--- src/rtl/fetch_sequencer.sv ---
// fetch_sequencer: owns the fetch PC, issues imem reads under a credit limit and
// queues returned instructions for decode; redirects squash queued and in-flight work.
module fetch_sequencer #(
    parameter int DWIDTH = 32,
    parameter int AWIDTH = 32,
    parameter logic [AWIDTH-1:0] RESET_PC = 32'h0100_0000,
    parameter int DEPTH = 2
) (
    input  logic              clk,
    input  logic              reset,
    output logic              imem_req_valid,
    input  logic              imem_req_ready,
    output logic [AWIDTH-1:0] imem_req_addr,
    input  logic              imem_rsp_valid,
    input  logic [DWIDTH-1:0] imem_rsp_data,
    output logic              dec_valid,
    input  logic              dec_ready,
    output logic [AWIDTH-1:0] dec_pc,
    output logic [DWIDTH-1:0] dec_insn,
    input  logic              redirect_valid,
    input  logic [AWIDTH-1:0] redirect_pc,
    output logic [1:0]        inflight_cnt
);
    localparam int CW = $clog2(DEPTH + 1);
    localparam int IW = $clog2(DEPTH);
    localparam logic [CW:0] DEPTH_C = DEPTH[CW:0];
    typedef enum logic {BOOT, RUN} state_t;
    state_t state;
    logic [AWIDTH-1:0] pc_q;
    logic [AWIDTH-1:0] resp_pc;
    logic [CW-1:0] inflight;
    logic [CW-1:0] drop;
    logic [CW-1:0] count;
    logic [AWIDTH-1:0] q_pc [DEPTH];
    logic [DWIDTH-1:0] q_insn [DEPTH];
    logic pop;
    logic push;
    logic rsp;
    logic issue;
    logic [CW:0] credit;
    logic [IW-1:0] wr_idx;
    logic [AWIDTH-1:0] target;

    assign target = {redirect_pc[AWIDTH-1:2], 2'b00};
    assign dec_valid = count != '0;
    assign pop = dec_valid && dec_ready;
    // a response with nothing outstanding is left over from before reset
    assign rsp = imem_rsp_valid && inflight != '0;
    assign push = rsp && !redirect_valid && drop == '0;
    assign credit = {1'b0, inflight} + {1'b0, count} - {{CW{1'b0}}, pop};
    assign imem_req_valid = state == RUN && !redirect_valid && credit < DEPTH_C;
    assign issue = imem_req_valid && imem_req_ready;
    assign imem_req_addr = pc_q;
    assign dec_pc = dec_valid ? q_pc[0] : '0;
    assign dec_insn = dec_valid ? q_insn[0] : '0;
    assign inflight_cnt = 2'(inflight);
    assign wr_idx = IW'(count - CW'(pop));

    always_ff @(posedge clk or posedge reset) begin
        if (reset) begin
            state <= BOOT;
            pc_q <= RESET_PC;
            resp_pc <= RESET_PC;
            inflight <= '0;
            drop <= '0;
            count <= '0;
            for (int i = 0; i < DEPTH; i++) begin
                q_pc[i] <= '0;
                q_insn[i] <= '0;
            end
        end else begin
            state <= RUN;
            inflight <= inflight + CW'(issue) - CW'(rsp);
            if (pop) begin
                for (int i = 0; i < DEPTH - 1; i++) begin
                    q_pc[i] <= q_pc[i+1];
                    q_insn[i] <= q_insn[i+1];
                end
            end
            if (push) begin
                q_pc[wr_idx] <= resp_pc;
                q_insn[wr_idx] <= imem_rsp_data;
            end
            // every request still outstanding after a redirect belongs to the old path
            if (redirect_valid) begin
                pc_q <= target;
                resp_pc <= target;
                count <= '0;
                drop <= inflight - CW'(rsp);
            end else begin
                count <= count + CW'(push) - CW'(pop);
                if (issue)
                    pc_q <= pc_q + AWIDTH'(4);
                if (push)
                    resp_pc <= resp_pc + AWIDTH'(4);
                if (rsp && drop != '0)
                    drop <= drop - CW'(1);
            end
        end
    end
endmodule

--- config.mk ---
export PLATFORM = sky130hd
export DESIGN_NAME = fetch_sequencer
export DESIGN_NICKNAME = d
export VERILOG_FILES = /design/src/rtl/fetch_sequencer.sv
export SDC_FILE = /design/constraint.sdc
export NUM_CORES = 1
export LEC_CHECK = 0
export BUFFER_PORTS_ARGS = -buffer_cell sky130_fd_sc_hd__buf_4
export CAP_MARGIN = 5
export CORE_MARGIN = 5
export CORE_UTILIZATION = 55
export DETAILED_ROUTE_END_ITERATION = 8
export HOLD_SLACK_MARGIN = 0.06
export PLACE_DENSITY = 0.9
export SLEW_MARGIN = 20
export SYNTH_ARGS = -nofsm -noshare
export SYNTH_HDL_FRONTEND = slang
export SYNTH_SLANG_ARGS = --single-unit
--- constraint.sdc ---
create_clock -name clk -period 7.9 [get_ports clk]
set_input_delay 1.185 -clock clk [delete_from_list [all_inputs] [get_ports clk]]
set_output_delay 1.185 -clock clk [all_outputs]
set_load 0.02 [all_outputs]
==> insert_results.sql <==
INSERT INTO impl_metrics (metric_group, metric, value, unit) VALUES
('global_route', 'first_global_vias', '7266', ''),
('clock_network', 'ctsHoldBuffers', '0', ''),
('layout', 'fillers', '1279', ''),
('floorplanning', 'fp.dieArea', '20100', 'um^2'),
('setup_path', 'critical_path.max_fanout', '3', ''),
('synthesis', 'synth-async-reset-ratio', '100', '%'),
('setup_path', 'crit_path_start_kind', 'input pin', ''),
('timing', 'slew_headroom', '26.1', '%'),
('place', 'placed_cells', '1242', ''),
('layout', 'antenna-diode-count', '0', ''),
('synthesis', 'synth-simple-area-share', '17.1', '%'),
('setup_path', 'worst_ep_arrival_time', '2.99', 'ns'),
('synthesis', 'syn-instance-count', '896', ''),
('run_status', 'run_status', 'completed', ''),
('synthesis', 'synthesis.area_per_instance', '10.6', 'um^2'),
('hold_path', 'min-delay-start', 'q_pc[23]$_DFFE_PP0P_', ''),
('synthesis', 'post_synth_xor_area_fraction', '3.59', '%'),
('setup_path', 'slowest_delay', '0.45', 'ns'),
('layout', 'utilization', '66.5', '%'),
('synthesis', 'synth.lib_cells_used.distinct', '53', ''),
('hold_path', 'worstHoldEndpoint', 'q_pc[23]$_DFFE_PP0P_', ''),
('synthesis', 'synth.ff_latch_count', '193', ''),
('place', 'gp_congestion', '0.891', ''),
('clock_network', 'cts_tree', 'done', ''),
('power_and_ir_drop', 'seq_power_share', '44.3', '%'),
('route', 'avgViaCountPerCell', '5.75', ''),
('global_route', 'grt_first_pass_wirelength', '36.2', 'mm'),
('clock_network', 'insertion_delay', '0.43', 'ns'),
('synthesis', 'syn-cell-area', '9530', 'um^2'),
('timing', 'hold_viol_final', '0', ''),
('synthesis', 'yosys-mux-area-fraction', '14.3', '%'),
('timing', 'drv_slew', '0', ''),
('floorplanning', 'coreArea', '17100', 'um^2'),
('timing', 'finalWorstSetupSlack', '3.72', 'ns'),
('timing', 'max_clock_freq', '239', 'MHz'),
('setup_path', 'slowest_stage', 'xnor2_1', ''),
('timing', 'fin_crit', '4.18', 'ns'),
('synthesis', 'synth_warnings', '0', ''),
('hold_path', 'hold_path_class', 'reg2reg', ''),
('synthesis', 'cell_type_with_the_largest_total_area_after_synthesis', 'dfrtp_1', ''),
('synthesis', 'post-synth-top-area-fraction', '50.2', '%'),
('place', 'post-place-ws', '3.71', 'ns'),
('setup_path', 'r2r_slack', '4.52', 'ns'),
('synthesis', 'post_synthesis_compound_gate_area_fraction', '9.02', '%'),
('synthesis', 'synth_top_cells_by_area', 'dfrtp_1 50%, mux2_1 7.1%, mux2i_1 6.9%', ''),
('floorplanning', 'std_cell_rows', '48', ''),
('route', 'detail_route.wirelength', '22.0', 'mm'),
('timing', 'finalClockSkew', '0.0111', 'ns'),
('timing', 'fin_tns_setup', '0', 'ns'),
('route', 'final_antenna_net_count', '0', ''),
('global_route', 'antenna_violations_before_repair', '0', ''),
('setup_path', 'critical_path_class', 'in2out', ''),
('setup_path', 'worstReg2RegStart', 'inflight_cnt[1]$_DFF_PP0_', ''),
('synthesis', 'postSynth.topFlopCell', 'dfrtp_1', ''),
('route', 'router_iterations_before_antenna_repair', '5', ''),
('global_route', 'largest_net_degree_at_the_start_of_global_routing', '127', ''),
('synthesis', 'sequential_element_share_of_the_synthesized_area', '50.7', '%'),
('synthesis', 'synth_adder_area_share', '1.39', '%'),
('timing', 'final-setup-viol-count', '0', ''),
('setup_path', 'critical_path_required', '6.71', 'ns'),
('timing', 'min_period_over_period', '52.9', '%'),
('setup_path', 'crit_path_cell_trace', 'buf_4, nand2_1, mux2i_1, nand2_1, fa_1, xnor2_1, nor3_1, buf_4', ''),
('power_and_ir_drop', 'total_power_per_unit_cell_area', '289', 'nW/um^2'),
('run', 'max_cap_viols', '0', ''),
('power_and_ir_drop', 'switching_share', '34.1', '%'),
('place', 'placement.io_buffers', '165', ''),
('clock_network', 'cts_buffer_depth', '2', ''),
('layout', 'finalNetCount', '1116', ''),
('route', 'detailedRoute.firstIterationViolations', '583', ''),
('route', 'vias', '7319', ''),
('power_and_ir_drop', 'p_leak', '5.63', 'nW');
[Yosys cell counts, types with 3 or more instances]
| library cell | instances |
|---|---|
| and3_1 | 9 |
| buf_2 | 8 |
| nor4_2 | 3 |
| nor3_1 | 4 |
| mux2i_1 | 66 |
| inv_1 | 16 |
| mux2_1 | 60 |
| buf_1 | 3 |
| nand4_1 | 18 |
| o311ai_0 | 12 |
| xnor2_1 | 9 |
| nand3_1 | 33 |
| o21ai_0 | 94 |
| dfrtp_1 | 191 |
| o211ai_1 | 20 |
| o21ai_1 | 9 |
| ha_1 | 9 |
| xor2_1 | 30 |
| buf_6 | 7 |
| nor2_1 | 23 |
| buf_4 | 10 |
| nand2_1 | 125 |
| nor4_4 | 3 |
| and4_1 | 3 |
| and2_1 | 70 |
| clkbuf_1 | 22 |
| nor2b_1 | 3 |
[per-stage QoR]
step	instance area, um^2	hold WS, ns
floorplan	9530	0.457
global placement	10800	0.466
detailed placement	10800	0.474
CTS	11400	0.489
global route	11400	0.500
finish	11400	0.484
[cells by family after synthesis]
family,Yosys count
flops,193
compound gates,146
xor+xnor,39
other cells,2
simple gates,309
mux,128
fa+ha+maj,10
buf+inv,69
[metal layers]
layer / GRT usage (%) / routed length, um / vias up
met1: 31.8 / 9550 / 3576
li1: - / - / 3404
met3: 4.92 / 1760 / 35
met4: 6.16 / 371 / 0
met5: 0 / 0 / -
met2: 34.6 / 10400 / 304
[critical path: cells and delay by family]
family	cells	cell delay [ns]
adders and majority gates	1	0.39
muxes	1	0.33
buffers and inverters	2	0.30
xor gates and xnor gates	1	0.45
and+or+nand+nor	3	0.33
[final cells by class]
type / count / area [um^2] / share of cell area, %
Clock inverter: 9 / 83.8 / 0.737
Inverter: 17 / 68.8 / 0.605
Multi-Input combinational cell: 635 / 4350 / 38.2
Sequential cell: 193 / 4830 / 42.5
Clock buffer: 22 / 464 / 4.08
Timing Repair Buffer: 172 / 1290 / 11.4
Tap cell: 225 / 282 / 2.47
[how the worst max path moves through the flow]
stage / startpoint / endpoint / slack, ns / cells after the start
global placement: dec_ready / imem_req_valid / 3.79 / 8
global route: dec_ready / imem_req_valid / 3.65 / 8
CTS: dec_ready / imem_req_valid / 3.74 / 8
detailed placement: dec_ready / inflight_cnt[1]$_DFF_PP0_ / 3.71 / 14
floorplan: reset / count[0]$_DFF_PP0_ / 1.46 / 1
finish: dec_ready / imem_req_valid / 3.72 / 8
[cell usage in the layout, fill, tap and decap left out, types with 3 or more instances in the layout]
cell and instances:
inv_1 15, nand4_1 18, nor4_4 3, and2_1 70, clkbuf_1 3, ha_1 9
nor3_1 4, o211ai_1 20, xor2_1 30, nor4_2 3, and3_1 9, nand2_1 125
conb_1 3, buf_4 171, clkinvlp_4 4, o21ai_1 9, xnor2_1 9, and4_1 3
dfrtp_1 191, mux2_1 60, clkinv_2 3, nand3_1 33, mux2i_1 66, o21ai_0 94
clkbuf_16 17, o311ai_0 12, nor2_1 23
[sequential cells by signal, indices dropped and copies added (netlist names)]
name           flops
count              2
drop               2
imem_req_addr     30
inflight_cnt       2
q_insn            64
q_pc              62
resp_pc           30
state              1
[power groups by stage]
stage,clock [W],combinational (W),sequential [W]
6_report,0.000806,0.00102,0.00146
5_1_grt,0.000860,0.00113,0.00149
4_1_cts,0.000821,0.00104,0.00146
3_5_place_dp,0,0.00103,0.00147
3_3_place_gp,0,0.000989,0.00145
2_1_floorplan,0,0.000703,0.00143
Power figures use the tool's default switching activity.
